===== src/rtl/stopwatch_timer_pkg.sv =====
// stopwatch_timer_pkg
//   Shared definitions for the stopwatch: controller state encoding,
//   per-field saturation values in packed BCD, and the two-digit BCD
//   increment helper used by the field counters.
package stopwatch_timer_pkg;

  typedef enum logic [1:0] {
    ST_IDLE    = 2'd0,
    ST_RUNNING = 2'd1,
    ST_PAUSED  = 2'd2,
    ST_FULL    = 2'd3
  } state_t;

  localparam logic [7:0] MAX_HOUR_BCD  = 8'h99;
  localparam logic [7:0] MAX_MIN_BCD   = 8'h59;
  localparam logic [7:0] MAX_SEC_BCD   = 8'h59;
  localparam logic [7:0] MAX_CENTI_BCD = 8'h99;

  // Next value of a packed two-digit BCD number, ignoring the field's
  // own modulus (the caller wraps at its maximum before this is used).
  function automatic logic [7:0] bcd2_incr(input logic [7:0] v);
    if (v[3:0] == 4'd9) begin
      return {v[7:4] + 4'd1, 4'd0};
    end
    return {v[7:4], v[3:0] + 4'd1};
  endfunction

endpackage


===== src/rtl/stopwatch_timer_bcd2_counter.sv =====
// bcd2_counter
//   Two-digit packed BCD counter with a configurable maximum value.
//   Wraps to 00 when incremented at MAX_BCD and signals carry in that
//   same cycle so the next field can advance on the same edge.
// Ports:
//   clk   - rising-edge clock
//   rst   - asynchronous active-high reset, value -> 00
//   clr   - synchronous clear, value -> 00 (overrides inc)
//   inc   - advance by one on the next edge
//   value - current count, tens [7:4], units [3:0]
//   carry - combinational: inc while value == MAX_BCD
module bcd2_counter
  import stopwatch_timer_pkg::*;
#(
  parameter logic [7:0] MAX_BCD = 8'h99
) (
  input  logic       clk,
  input  logic       rst,
  input  logic       clr,
  input  logic       inc,
  output logic [7:0] value,
  output logic       carry
);

  logic at_max;

  assign at_max = (value == MAX_BCD);
  assign carry  = inc && at_max;

  always_ff @(posedge clk or posedge rst) begin
    if (rst) begin
      value <= '0;
    end else if (clr) begin
      value <= '0;
    end else if (inc) begin
      if (at_max) begin
        value <= '0;
      end else begin
        value <= bcd2_incr(value);
      end
    end
  end

endmodule


===== src/rtl/stopwatch_timer.sv =====
// stopwatch_timer
//   Centisecond stopwatch with lap capture. A prescaler divides clk into
//   a centisecond tick while RUNNING; four chained BCD field counters hold
//   HH:MM:SS.CC and saturate at 99:59:59.99 by entering FULL.
// Ports:
//   clk, rst                 - clock, asynchronous active-high reset
//   start, stop, clear, lap  - one-cycle command pulses
//                              (priority clear > start > stop; lap is
//                              independent but suppressed by clear)
//   hour/minute/second/centi_bcd      - live elapsed time, packed BCD
//   lap_hour/minute/second/centi_bcd  - last captured lap time
//   lap_valid                - pulses the cycle the lap registers show
//                              a new capture
//   running                  - high in RUNNING
//   full                     - high in FULL
module stopwatch_timer
  import stopwatch_timer_pkg::*;
#(
  parameter int unsigned CLK_HZ   = 50_000_000,
  parameter int unsigned TICK_DIV = CLK_HZ / 100
) (
  input  logic       clk,
  input  logic       rst,
  input  logic       start,
  input  logic       stop,
  input  logic       clear,
  input  logic       lap,
  output logic [7:0] hour_bcd,
  output logic [7:0] minute_bcd,
  output logic [7:0] second_bcd,
  output logic [7:0] centi_bcd,
  output logic [7:0] lap_hour_bcd,
  output logic [7:0] lap_minute_bcd,
  output logic [7:0] lap_second_bcd,
  output logic [7:0] lap_centi_bcd,
  output logic       lap_valid,
  output logic       running,
  output logic       full
);

  localparam int unsigned PW = (TICK_DIV > 1) ? $clog2(TICK_DIV) : 1;
  localparam logic [PW-1:0] TICK_LAST = PW'(TICK_DIV - 1);

  state_t        state;
  state_t        state_next;
  logic [PW-1:0] presc;
  logic          tick;
  logic          at_max;
  logic          count_inc;
  logic          saturate;
  logic          centi_carry;
  logic          second_carry;
  logic          minute_carry;
  logic          hour_carry;

  // ---------------------------------------------------------------------
  // Prescaler: counts only in RUNNING, holds elsewhere so a pause keeps
  // the sub-centisecond phase. Restarting from IDLE begins a fresh phase.
  // ---------------------------------------------------------------------
  assign tick = (state == ST_RUNNING) && (presc == TICK_LAST);

  always_ff @(posedge clk or posedge rst) begin
    if (rst) begin
      presc <= '0;
    end else if (clear) begin
      presc <= '0;
    end else if ((state == ST_IDLE) && start) begin
      presc <= '0;
    end else if (state == ST_RUNNING) begin
      presc <= tick ? '0 : presc + PW'(1);
    end
  end

  // ---------------------------------------------------------------------
  // Time-of-count: the tick is withheld at 99:59:59.99 so the chain never
  // wraps; that same tick drives the move to FULL instead.
  // ---------------------------------------------------------------------
  assign at_max = (hour_bcd   == MAX_HOUR_BCD) &&
                  (minute_bcd == MAX_MIN_BCD)  &&
                  (second_bcd == MAX_SEC_BCD)  &&
                  (centi_bcd  == MAX_CENTI_BCD);

  assign count_inc = tick && !at_max;

  // hour_carry cannot assert while the chain is gated at maximum; it is
  // folded in so any ripple out of the hour field still lands in FULL.
  assign saturate = (tick && at_max) || hour_carry;

  bcd2_counter #(.MAX_BCD(MAX_CENTI_BCD)) u_centi (
    .clk   (clk),
    .rst   (rst),
    .clr   (clear),
    .inc   (count_inc),
    .value (centi_bcd),
    .carry (centi_carry)
  );

  bcd2_counter #(.MAX_BCD(MAX_SEC_BCD)) u_sec (
    .clk   (clk),
    .rst   (rst),
    .clr   (clear),
    .inc   (centi_carry),
    .value (second_bcd),
    .carry (second_carry)
  );

  bcd2_counter #(.MAX_BCD(MAX_MIN_BCD)) u_min (
    .clk   (clk),
    .rst   (rst),
    .clr   (clear),
    .inc   (second_carry),
    .value (minute_bcd),
    .carry (minute_carry)
  );

  bcd2_counter #(.MAX_BCD(MAX_HOUR_BCD)) u_hour (
    .clk   (clk),
    .rst   (rst),
    .clr   (clear),
    .inc   (minute_carry),
    .value (hour_bcd),
    .carry (hour_carry)
  );

  // ---------------------------------------------------------------------
  // Controller
  // ---------------------------------------------------------------------
  always_ff @(posedge clk or posedge rst) begin
    if (rst) begin
      state <= ST_IDLE;
    end else begin
      state <= state_next;
    end
  end

  always_comb begin
    state_next = state;
    if (clear) begin
      state_next = ST_IDLE;
    end else begin
      case (state)
        ST_IDLE: begin
          if (start) state_next = ST_RUNNING;
        end
        ST_PAUSED: begin
          if (start) state_next = ST_RUNNING;
        end
        ST_RUNNING: begin
          // Saturation outranks a coincident stop so the block never
          // parks at maximum in PAUSED.
          if (saturate) begin
            state_next = ST_FULL;
          end else if (stop) begin
            state_next = ST_PAUSED;
          end
        end
        ST_FULL: begin
          state_next = ST_FULL;
        end
        default: begin
          state_next = ST_IDLE;
        end
      endcase
    end
  end

  assign running = (state == ST_RUNNING);
  assign full    = (state == ST_FULL);

  // ---------------------------------------------------------------------
  // Lap capture: samples the live registers as they stand this cycle,
  // i.e. before any increment landing on the same edge.
  // ---------------------------------------------------------------------
  always_ff @(posedge clk or posedge rst) begin
    if (rst) begin
      lap_hour_bcd   <= '0;
      lap_minute_bcd <= '0;
      lap_second_bcd <= '0;
      lap_centi_bcd  <= '0;
      lap_valid      <= 1'b0;
    end else if (clear) begin
      lap_hour_bcd   <= '0;
      lap_minute_bcd <= '0;
      lap_second_bcd <= '0;
      lap_centi_bcd  <= '0;
      lap_valid      <= 1'b0;
    end else begin
      lap_valid <= lap;
      if (lap) begin
        lap_hour_bcd   <= hour_bcd;
        lap_minute_bcd <= minute_bcd;
        lap_second_bcd <= second_bcd;
        lap_centi_bcd  <= centi_bcd;
      end
    end
  end

endmodule


===== config.mk =====
export PLATFORM = sky130hd
export DESIGN_NAME = stopwatch_timer
export DESIGN_NICKNAME = d
export VERILOG_FILES = /design/src/rtl/stopwatch_timer_pkg.sv /design/src/rtl/stopwatch_timer_bcd2_counter.sv /design/src/rtl/stopwatch_timer.sv
export SDC_FILE = /design/constraint.sdc
export NUM_CORES = 1
export LEC_CHECK = 0
export ABC_AREA = 1
export BUFFER_PORTS_ARGS = -buffer_cell sky130_fd_sc_hd__buf_2
export CORE_ASPECT_RATIO = 1.2
export CORE_UTILIZATION = 57
export DETAILED_ROUTE_END_ITERATION = 10
export PLACE_DENSITY = 0.76
export SYNTH_ARGS = -nofsm -noshare
export SYNTH_HDL_FRONTEND = slang
export SYNTH_SLANG_ARGS = --single-unit

===== constraint.sdc =====
create_clock -name clk -period 3.4 [get_ports clk]
set_input_delay 0.51 -clock clk [delete_from_list [all_inputs] [get_ports clk]]
set_output_delay 0.51 -clock clk [all_outputs]
set_load 0.03 [all_outputs]

**Yosys cells after proc, flatten, opt, wreduce, memory -nomap -nowiden**

Cells that the tools add are included.
Widths: inputs -> output; s select.

- Bits in registers: 86
- Bits of input ports: 6
- Output and inout port bits: 67
- Logic and storage cells: 122

- $add $sub $neg: 9
- Equal/unequal tests: 14
- Muxes and demuxes: 54
- Reduce and logical (&&, ||, !) cells: 30

Operators by type and width:

| operator | count |
|---|---|
| $mux 8 | 28 |
| $mux 19 | 4 |
| $add 4x1->4 const B | 8 |
| $add 19x1->19 const B | 1 |
| $eq 19x19->1 const B | 1 |
| $mux 1 | 17 |
| $eq 4x4->1 const B | 4 |
| $eq 8x7->1 const B | 2 |
| $eq 8x8->1 const B | 2 |
| $reduce_bool 3->1 | 5 |
| $logic_and 1x1->1 | 11 |
| $reduce_and 2->1 | 5 |
| $reduce_bool 2->1 | 5 |
| $mux 2 | 4 |
| $pmux 2 s3 | 1 |
| $eq 2x2->1 const B | 2 |
| $ne 4x3->1 const B | 1 |
| $ne 3x1->1 const B | 1 |
| $eq 2x1->1 const B | 1 |
| $logic_not 2->1 | 1 |
| $reduce_or 2->1 | 1 |
| $logic_not 1->1 | 1 |
| $logic_or 1x1->1 | 1 |

**Logic depth before layout (Yosys ltp)**

Gate-level depths: netlist of the first run.

- Depth in word-level cells: 15
- Mapped depth: 12
- Gate-level depth less buffers: 12

**Hierarchy**

Synthesis of the first run repeated with hierarchy kept, for this count alone.

- Cell total of the unflattened synthesis: 621
- Area total of the unflattened synthesis: 4,685.7 sq um

Modules (own cells, without submodules):

| module | instances | cells each | area an instance (sq um) | seq. area each (sq um) |
|---|---|---|---|---|
| stopwatch_timer | 1 | 349 | 2,686.3 | 1,351.3 |
| bcd2_counter (u_centi ...) | 2 | 69 | 513.0 | 200.2 |
| bcd2_counter (u_min ...) | 2 | 67 | 486.7 | 200.2 |

**Worst setup path before layout of the first run**

OpenSTA, ideal clock, no wires.

- Path type: register to register
- From: register u_hour.value[1]
- To: register u_min.value[4]
- Setup time: 119 ps
- Arrival time: 1,690 ps
- Required time: 3,281 ps
- Path slack: 1,591 ps
- Cell stages (with the launch flop): 13
- Path buffers: 0
- Clock period less this slack: 1,809 ps
- Cells stage by stage: dfrtp_1 -> inv_1 -> ha_1 -> nand2_1 -> nor2_4 -> nand3_1 -> nor2_2 -> nand2_2 -> nand4_1 -> nand2_4 -> nand2_4 -> nand2_1 -> nand2_1

- Cells in the longest elaborated chain, start to end: 10

RTL lines:

| element | RTL line | RTL |
|---|---|---|
| start: declaration | stopwatch_timer_bcd2_counter.sv:21 | `output logic [7:0] value,` |
| start signal: assignment | stopwatch_timer_bcd2_counter.sv:39 | `value <= bcd2_incr(value);` |
| $eq 8x8->1 | stopwatch_timer.sv:78 | `assign at_max = (hour_bcd == MAX_HOUR_BCD) &&` |
| $logic_and 1x1->1 | stopwatch_timer.sv:78 |  |
| $logic_and 1x1->1 | stopwatch_timer.sv:79 | `(minute_bcd == MAX_MIN_BCD) &&` |
| $logic_and 1x1->1 | stopwatch_timer.sv:80 | `(second_bcd == MAX_SEC_BCD) &&` |
| $logic_not 1->1 | stopwatch_timer.sv:83 | `assign count_inc = tick && !at_max;` |
| $logic_and 1x1->1 | stopwatch_timer.sv:83 |  |
| $logic_and 1x1->1 (2 in series) | stopwatch_timer_bcd2_counter.sv:28 | `assign carry = inc && at_max;` |
| $reduce_bool 2->1 (no line) | n/a |  |
| $reduce_and 2->1 (no line) | n/a |  |
| end signal: assignment | stopwatch_timer_bcd2_counter.sv:39 |  |
| end: declaration | stopwatch_timer_bcd2_counter.sv:21 |  |

No other way between the ends.
A chain may end at the register's enable or synchronous reset.

**Final worst setup path of the first run**

- From: register u_min.value[1]
- To: register u_hour.value[6]

- Cells in the longest elaborated chain, start to end: 11

RTL lines:

| element | RTL line |
|---|---|
| $eq 8x7->1 * | stopwatch_timer_bcd2_counter.sv:27, stopwatch_timer.sv:79 |
| $logic_and 1x1->1 | stopwatch_timer.sv:78 |
| $logic_and 1x1->1 | stopwatch_timer.sv:79 |
| $logic_and 1x1->1 | stopwatch_timer.sv:80 |
| $logic_not 1->1 | stopwatch_timer.sv:83 |
| $logic_and 1x1->1 | stopwatch_timer.sv:83 |
| $logic_and 1x1->1 (2 in series) | stopwatch_timer_bcd2_counter.sv:28 |
| $logic_and 1x1->1 * | stopwatch_timer_bcd2_counter.sv:28 |
| $reduce_bool 2->1 (no line) * | n/a |
| $reduce_and 2->1 (no line) * | n/a |

Mark *: on every way between the ends. The rest lies on a longest branch, timed or not.

==> out/results.ini, run 1 <==
[status]
outcome = complete, no violations

[floorplan]
die-area_um2 = 8320
initial_core_util_pct = 58.8
die_w_um = 83.4
rows = 35
fp.coreArea_um2 = 7710
die_y_um = 99.7
io_pins = 73

[synth]
avgSynthCellArea_um2 = 8.26
syn_inst = 549
synth_top_area_share_pct = 47.5
synth-seq-cells = 86
syn-cell-area_um2 = 4530
yosysTopAreaCell = dfrtp_1
synth_cell_type_count = 31
yosys-top-cells-area = dfrtp_1 (47%), nand3_1 (8.7%), nand2_1 (7.4%), inv_1 (5.7%), o21ai_0 (4.7%)
yosysWarnings = 0
syn-num-nets = 572
yosysSeqAreaShare_pct = 47.5

[place]
place_area_um2 = 4980
io_buffers = 72
hpwl_mm = 7.57
globalplace.congestion = 0.878

[route]
drc = 0
num_vias = 3971
viasPerCell = 5.52
ant_nets = 0
first_pass_iters = 5
drt-wirelength-per-cell_um = 14.4
drtIter0Drc = 233
drt-total-wl_mm = 10.4

[sta]
fmax_mhz = 496
fin_setup_tns_ns = 0
final_hold_viol_count = 0
rsz0062_at_grt = false
period_needed_ns = 2.02
clock_skew_ns = 0.00793
finalSetupViolCount = 0
worst_pin_slew_ns = 0.806
slew_violations = 0
min_period_over_period_pct = 59.3
slew_headroom_pct = 46.2

[setup_path]
critPathLaunchType = register
path_max_fanout = 13
required_ns = 3.64
cp_cell_sequence = inv_1, ha_1, nand2_2, nor2_4, nand3_2, nor2_4, nand4_1, nand2_2, nand2_1, nand2_1, nand2_1
arrival_ns = 2.26
critPathTopFamily = simple AND/OR/NAND/NOR gates
crit_top_cell = nand2_1
endpoint_kind = register
crit_type = register to register
slowest_delay_ns = 0.43
slowest_stage = dfrtp_1
cp.buffers_inverters = 1

[pwr]
p_seq_share_pct = 56.5
power.density_nw_per_um2 = 364
p_int_mw = 1.37
p_leak_nw = 2.65
power_frac_comb_pct = 9.5
ir_drop_mv = 0.268
sw_frac_of_total_pct = 27.1
clkPwrFrac_pct = 34.0
p_switching_mw = 0.507

[clock_network]
root_buffer = clkbuf_8
clockBufferDepth = 2
clk_latency_ns = 0.35
cts_num_sinks = 86
cts_buffers = 9
cts_max_level = 3
post_cts_resize_count = 0
cts.clk_slew.worst_paths_ns = 0.09
hold_buffers = 0
cts_tree = done
post_cts_buffers = 0

[global_routing]
grt_overflow_total = 0
grtUsageMet2_pct = 47.8
antenna_found_initial = 0
track_usage_pct = 26.6
grt_pass1_wl_mm = 17.7
grt_pass1_vias = 3820
grt_busiest_layer = met2
grt_max_degree = 34
grt_use_met3_pct = 3.73
use_met1_pct = 32.5

[cells_and_area]
final_nets = 646
fillers = 668
n_antenna_cell = 0
drive_above_1_share_pct = 20.5
synthToLayoutAreaGrowth_pct = 13.6
fin_area_um2 = 5150

[min_path]
hold_path_class = primary input to asynchronous set/reset pin

[flow_run]
cap_violations = 0

-- metal layers --
layer,part of all wire [%],routed length (um)
met1,42,4400
met4,1.6,161
met2,52,5370
met5,0,0
met3,4.1,426
-- power by group through the flow --
| stage | Clock (mW) | Sequential (mW) | Combinational, mW |
|---|---|---|---|
| finish | 0.637 | 1.06 | 0.179 |
| global route | 0.692 | 1.06 | 0.202 |
| CTS | 0.649 | 1.06 | 0.181 |
| detailed placement | 0 | 1.08 | 0.180 |
| global placement | 0 | 1.08 | 0.178 |
| floorplan | 0 | 1.09 | 0.117 |
-- path summary, 6_finish.rpt --
kind	start	to	slack (ns)	cells past startpoint
min reg2reg	u_hour.value[7]	u_hour.value[7]	0.51	2
min in group clk	stop	state[0]	0.50	4
max in group asynchronous	rst	lap_minute_bcd[7]	2.47	3
max reg2reg	u_min.value[1]	u_hour.value[6]	1.38	11
min	rst	lap_centi_bcd[0]	0.16	2
max	u_min.value[1]	u_hour.value[6]	1.38	11
-- cell usage after synthesis (all sizes together) --
master  instances
a31oi           1
inv            78
clkbuf          6
and3            2
a211oi          3
xor2           13
dfrtp          86
nand4          10
ha             17
o22ai           6
nor4            3
nand2         103
buf             8
nor2           55
nor3           11
o21ai          51
a21oi          10
nand3          83
xnor2           2
o211a           1
-- cell families (layout without fill, tap and decap cells) --
logic type	count (synthesis)	after routing	synth area share [%]
AND/OR/NAND/NOR	267	267	28.3
buffers and inverters	92	171	7.98
flip-flops	86	86	47.5
AO/OA/AOI/OAI	72	72	8.67
adder cells (fa/ha/maj)	17	17	4.69
XOR/XNOR	15	15	2.90
-- sequential cells by signal, summed over array words and instances, names as in the netlist --
register,flops
u_hour.value,8
lap_minute_bcd,8
presc,19
lap_second_bcd,8
lap_valid,1
lap_hour_bcd,8
u_min.value,8
state,2
lap_centi_bcd,8
u_sec.value,8
u_centi.value,8
-- layout make-up --
cell class / count / area (um2) / share of cell area [%]
clock buffer: 13 / 149 / 2.89
multi-input combinational: 371 / 2020 / 39.2
tap: 92 / 115 / 2.24
clock inverter: 3 / 20.0 / 0.389
inverter: 78 / 294 / 5.71
sequential: 86 / 2150 / 41.8
timing repair buffer: 77 / 398 / 7.73
-- cell usage in the layout (no fill, tap or decap), types with 7 or more instances in the layout --
cell | Yosys | final
dfrtp_1 | 86 | 86
nand2_2 | 9 | 9
nor2_1 | 45 | 45
nand3_1 | 79 | 79
o21ai_1 | 7 | 7
inv_2 | 9 | 9
o21ai_0 | 43 | 43
clkbuf_8 | 0 | 10
a21oi_1 | 10 | 10
inv_1 | 69 | 68
ha_1 | 17 | 17
nor3_1 | 11 | 11
nand4_1 | 10 | 10
nand2_1 | 89 | 89
buf_2 | 4 | 72
xor2_1 | 13 | 13
-- metrics by stage --
stage | util [%] | setup WS [ns] | hold slack [ns] | power, mW | cells
finish | 66.8 | 1.38 | 0.158 | 1.88 | 720
CTS | 66.8 | 1.39 | 0.159 | 1.89 | 720
global route | 66.8 | 1.24 | 0.196 | 1.96 | 720
detailed placement | 64.6 | 1.23 | 0.489 | 1.26 | 704
global placement | 64.6 | 1.31 | 0.480 | 1.26 | 704
floorplan | - | 0.668 | 0.485 | 1.21 | 549
Note: power is estimated with default switching activity, not from simulation.
==> inputs of run 2 (changes only) <==
--- a/config.mk
+++ b/config.mk
@@ -5,12 +5,12 @@
 export SDC_FILE = /design/constraint.sdc
 export NUM_CORES = 1
 export LEC_CHECK = 0
-export ABC_AREA = 1
+export ABC_AREA = 0
 export BUFFER_PORTS_ARGS = -buffer_cell sky130_fd_sc_hd__buf_2
 export CORE_ASPECT_RATIO = 1.2
-export CORE_UTILIZATION = 57
+export CORE_UTILIZATION = 51
 export DETAILED_ROUTE_END_ITERATION = 10
-export PLACE_DENSITY = 0.76
+export PLACE_DENSITY = 0.72
 export SYNTH_ARGS = -nofsm -noshare
 export SYNTH_HDL_FRONTEND = slang
 export SYNTH_SLANG_ARGS = --single-unit
==> constraint.sdc (replaced) <==
create_clock -name clk -period 1.75 [get_ports clk]
set_input_delay 0.2625 -clock clk [delete_from_list [all_inputs] [get_ports clk]]
set_output_delay 0.2625 -clock clk [all_outputs]
set_load 0.03 [all_outputs]
==> out/results.ini, run 2 <==
[route]
drtIter0Drc = 231
dr_wl_met3_um = 506
dr_wl_met2_mm = 6.53
drt-wirelength-per-cell_um = 16.9
num_vias = 4168
drt-total-wl_mm = 12.4
wl_met1_mm = 4.96
drc = 0
ant_nets = 0
viasPerCell = 5.69
first_pass_iters = 4
highest_layer = met4

[cells_and_area]
layout_common_cells = buf_4 (96), buf_2 (72), dfrtp_1 (70)
synthToLayoutAreaGrowth_pct = 45.9
largest_reg_flops = 19
drive_above_1_share_pct = 49.3
final_nets = 637
fin_util_pct = 78.3
n_antenna_cell = 0
largest-register = presc
final_common_cell = buf_4
fillers = 551

[synth]
avgSynthCellArea_um2 = 10.1
synth_common_cells = dfrtp_1 (86), nor2_1 (62), mux2i_1 (36)
yosys-top-cells-area = dfrtp_1 (48%), mux2i_1 (8.1%), nor2_1 (5.2%), ha_1 (4.8%), a21oi_1 (2.6%)
yosysMostFrequentCell = dfrtp_1
yosysWarnings = 0
syn_inst = 439
syn-cell-area_um2 = 4450
async_flop_share_pct = 100
yosysSeqAreaShare_pct = 48.4
syn-num-nets = 462
synth-seq-cells = 86
synth_cell_type_count = 53
synth_ff_type = dfrtp_1
synth_top_area_share_pct = 48.4
yosysTopAreaCell = dfrtp_1
synth_edf_count = 0

[clock_network]
cts_tree = done
root_buffer = clkbuf_8
cts.clk_slew.worst_paths_ns = 0.08
cts_num_sinks = 86
clk_latency_ns = 0.37
clockBufferDepth = 2
cts_buffers = 9
cts_max_level = 3

[sta]
min_period_over_period_pct = 122
clock_skew_ns = 0.0105
slew_headroom_pct = 68.3
fin_setup_tns_ns = -10.87
slew_violations = 0
rsz0062_at_grt = true
worst_pin_slew_ns = 0.476
fmax_mhz = 468
final_hold_viol_count = 0
period_needed_ns = 2.14
finalSetupViolCount = 47
fin_ws_ns = -0.387

[min_path]
hold_path_class = primary input to asynchronous set/reset pin

[global_routing]
antenna_found_initial = 0
grt_pass1_wl_mm = 18.7
grt_pass1_vias = 4003
grt_max_degree = 87
track_usage_pct = 26.2
grt_overflow_total = 0

[place]
globalplace.congestion = 0.833
hpwl_mm = 7.69
io_buffers = 72
preCtsSetupSlack_ns = -0.418

[floorplan]
die-area_um2 = 9110
initial_core_util_pct = 53.7
rows = 36
die_w_um = 87.3
fp.coreArea_um2 = 8290
die_y_um = 104
io_pins = 73

[setup_path]
crit_start = presc[14]
endpoint_kind = register
critPathLaunchType = register
r2r_setup_slack_ns = -0.39
slowest_stage = or4bb_1
cp.depth = 6
arrival_ns = 2.40
crit-reg2reg-launch = presc[14]
cp.buffers_inverters = 1
r2r_cells = 6
slowest_delay_ns = 0.54
crit_type = register to register
path_max_fanout = 6
cp_cell_sequence = or4bb_1, nor4_4, buf_6, and4_4, a41oi_2, a311oi_2
critPathTopFamily = simple AND/OR/NAND/NOR gates
rr_endpoint = u_hour.value[3]
required_ns = 2.01

[status]
violations = negative setup slack
outcome = finished, violations left

[pwr]
power.density_nw_per_um2 = 580
ir_drop_mv = 0.583
p_leak_nw = 3.14

[flow_run]
cap_violations = 0

==> run 2: cell count changes after synthesis, sizes merged, moves of 8 or more <==
cell | before | now
o21ai | 51 | 12
a21oi | 10 | 23
and3b | 0 | 8
or4 | 0 | 11
or3 | 0 | 12
inv | 78 | 18
nand2 | 103 | 27
mux2i | 0 | 36
nand3 | 83 | 16
clkbuf | 6 | 17
==> run 2: report_power, final <==
part	total (mW)	leakage [nW]	switching (mW)	internal [mW]
combinational	0.262	1.86	0.168	0.0942
sequential	1.99	1.17	0.00414	1.99
clock	1.51	0.107	0.711	0.798
total	3.77	3.14	0.884	2.88
==> run 2: worst reg2reg max path, stage by stage, from the launching register on <==
cell,delay (ns)
dfrtp_1,0.38
or4bb_1,0.54
nor4_4,0.24
buf_6,0.18
and4_4,0.26
a41oi_2,0.12
a311oi_2,0.31
==> run 2: layer usage <==
| layer | up-vias | track usage, % |
|---|---|---|
| li1 | 1914 | - |
| met1 | 2091 | 33.1 |
| met2 | 129 | 43.9 |
| met3 | 34 | 5.32 |
| met4 | 0 | 9.60 |
| met5 | - | 0 |
==> run 2: final cells by class <==
cell class                 count  area [um2]  area share [%]
sequential                    86        2170            33.5
inverter                      18        71.3            1.10
multi-input combinational    312        2550            39.3
clock inverter                 5        75.1            1.16
clock buffer                  11         131            2.02
tap                          114         143            2.20
timing repair buffer         187        1350            20.8
==> run 2: stage by stage <==
| step | total power [mW] | cells | area (um2) | hold slack (ns) |
|---|---|---|---|---|
| finish | 3.77 | 733 | 6490 | 0.00912 |
| global route | 3.91 | 733 | 6490 | 0.0425 |
| CTS | 3.74 | 720 | 6090 | 0.0385 |
| detailed placement | 2.24 | 701 | 5710 | 0.432 |
| global placement | 2.23 | 701 | 5710 | 0.429 |
| floorplan | 2.17 | 439 | 4570 | 0.378 |
==> run 2: how the worst max path moves through the flow <==
stage,endpoint,slack [ns]
finish,u_hour.value[3],-0.39
global route,u_hour.value[3],-0.48
CTS,u_min.value[7],-0.37
detailed placement,u_centi.value[5],-0.42
global placement,state[1],-0.37
floorplan,u_centi.value[6],-0.57
==> run 2: what timing repair did <==
item | CTS | global route
setup endpoints to repair | 45 | 52
endpoints found under the hold margin | 0 | 0
resized for setup | 36 | 63
setup buffers | 3 | 11
pin swaps | 23 | 33
gates cloned | 0 | 3
hold buffers | 0 | 0
==> run 2: logic make-up (layout without fill, tap and decap cells) <==
family                     count (synthesis)  count (layout)  share of synthesized area (%)
AOI/OAI and AO/OA                         61              61                           8.86
buffers and inverters                     41             221                           3.68
muxes                                     36              36                           8.10
and+or+nand+nor                          181             181                           22.9
xor gates and xnor gates                  17              17                           3.35
adders and majority gates                 17              17                           4.78
DFF                                       86              86                           48.4
==> inputs of run 3 (changes only) <==
--- a/config.mk
+++ b/config.mk
@@ -9,8 +9,11 @@
 export BUFFER_PORTS_ARGS = -buffer_cell sky130_fd_sc_hd__buf_2
 export CORE_ASPECT_RATIO = 1.2
 export CORE_UTILIZATION = 51
+export CTS_CLUSTER_DIAMETER = 100
 export DETAILED_ROUTE_END_ITERATION = 10
+export MAX_ROUTING_LAYER = met4
 export PLACE_DENSITY = 0.72
+export RECOVER_POWER = 50
 export SYNTH_ARGS = -nofsm -noshare
 export SYNTH_HDL_FRONTEND = slang
 export SYNTH_SLANG_ARGS = --single-unit
==> out/results.ini, run 3 (same netlist as run 2, synthesis figures left out) <==
[route]
ant_nets = 0
dr_wl_met3_um = 448
drtIter0Drc = 197
viasPerCell = 5.64
num_vias = 4137
dr_wl_met2_mm = 6.52
highest_layer = met4
drt-wirelength-per-cell_um = 17.0
wl_met1_mm = 5.10
first_pass_iters = 4
drt-total-wl_mm = 12.4
drc = 0

[setup_path]
arrival_ns = 2.44
required_ns = 2.05
r2r_setup_slack_ns = -0.38
rr_endpoint = u_centi.value[5]
endpoint_kind = register
critPathLaunchType = register
cp-endpoint = u_centi.value[5]
path_max_fanout = 7
r2r_cells = 7
crit_start = u_hour.value[0]
crit_type = register to register
crit-reg2reg-launch = u_hour.value[0]

[sta]
worst_pin_slew_ns = 1.19
min_period_over_period_pct = 122
hold_ws_ns = 0.172
rsz0062_at_grt = true
fin_ws_ns = -0.383
slew_headroom_pct = 20.6
finalSetupViolCount = 47
final_hold_viol_count = 0
fmax_mhz = 469
slew_violations = 0
clock_skew_ns = 0.0138
period_needed_ns = 2.13

[clock_network]
root_buffer = clkbuf_8
hold_buffers = 0
cts_num_sinks = 86
cts_tree = done
cts.clk_slew.worst_paths_ns = 0.09
clk_latency_ns = 0.38
cts_max_level = 3
cts_buffers = 9
clockBufferDepth = 2

[place]
place_area_um2 = 5710
io_buffers = 72
hpwl_mm = 7.69
globalplace.congestion = 0.846

[floorplan]
initial_core_util_pct = 53.7
die_w_um = 87.3
rows = 36
fp.coreArea_um2 = 8290
die-area_um2 = 9110
die_y_um = 104
io_pins = 73

[global_routing]
grt_overflow_total = 0
grt_pass1_vias = 3986
antenna_found_initial = 0
grt_max_degree = 87
grt_pass1_wl_mm = 18.7
track_usage_pct = 27.0

[cells_and_area]
fin_area_um2 = 6460
final_nets = 637
n_antenna_cell = 0
largest-register = presc
synthToLayoutAreaGrowth_pct = 45.1
layout_common_cells = buf_4 (90), buf_2 (71), dfrtp_1 (70)
fin_util_pct = 77.9
largest_reg_flops = 19
final_common_cell = buf_4
fillers = 555
drive_above_1_share_pct = 48.3

[flow_run]
cap_violations = 0

[pwr]
power.density_nw_per_um2 = 584
ir_drop_mv = 0.578
p_leak_nw = 3.10

[min_path]
hold_path_class = primary input to register

[status]
outcome = finished, violations left
violations = negative setup slack

[run 3: cell count changes in the layout (fill, tap and decap cells not counted), sizes merged]
cell,change
clkbuf,+8
buf,-8
[run 3: per-stage QoR]
| stage | TNS, ns | setup slack (ns) | power [mW] | instances |
|---|---|---|---|---|
| global placement | -9.59 | -0.370 | 2.23 | 701 |
| global route | -14.60 | -0.485 | 3.90 | 733 |
| CTS | -9.90 | -0.368 | 3.74 | 720 |
| floorplan | -12.14 | -0.567 | 2.17 | 439 |
| finish | -10.78 | -0.383 | 3.77 | 733 |
| detailed placement | -11.10 | -0.418 | 2.24 | 701 |
[run 3: how the worst min path moves through the flow]
stage	to	from	slack, ns	depth (start not counted)
6_report	state[1]	start	0.17	2
3_3_place_gp	presc[11]	rst	0.43	3
4_1_cts	state[0]	rst	0.04	3
3_5_place_dp	presc[11]	rst	0.43	3
5_1_grt	state[1]	start	0.16	2
2_1_floorplan	state[1]	start	0.38	1
[run 3: repair_timing]
| action | CTS | global route |
|---|---|---|
| endpoints found under the setup margin | 45 | 52 |
| buffers inserted | 3 | 11 |
| cloned | 0 | 3 |
| pin swaps | 23 | 33 |
| resized for setup | 36 | 64 |
[run 3: final cells by class]
type	count	area, um2	area share (%)
clock buffers	11	131	2.03
multi-input cells	312	2550	39.5
flip-flops and latches	86	2170	33.6
well taps	114	143	2.21
clock inverters	5	75.1	1.16
repair buffers	187	1310	20.3
inverters	18	71.3	1.10
[run 3: report_power, final]
part / switching, mW / total, mW / internal (mW)
Sequential: 0.00407 / 1.99 / 1.99
Combinational: 0.167 / 0.257 / 0.0903
Clock: 0.720 / 1.52 / 0.798
[run 3: critical path, stage by stage (launching register included)]
cell	delay [ns]
dfrtp_2	0.42
ha_4	0.16
and3b_1	0.18
and4_1	0.23
a211o_4	0.38
buf_6	0.14
or4_4	0.41
a21oi_2	0.13
[run 3: layer usage]
layer,vias to the layer above,global-route usage (%)
met2,109,43.8
met4,0,9.60
met5,-,-
li1,1916,-
met3,37,5.56
met1,2075,33.2
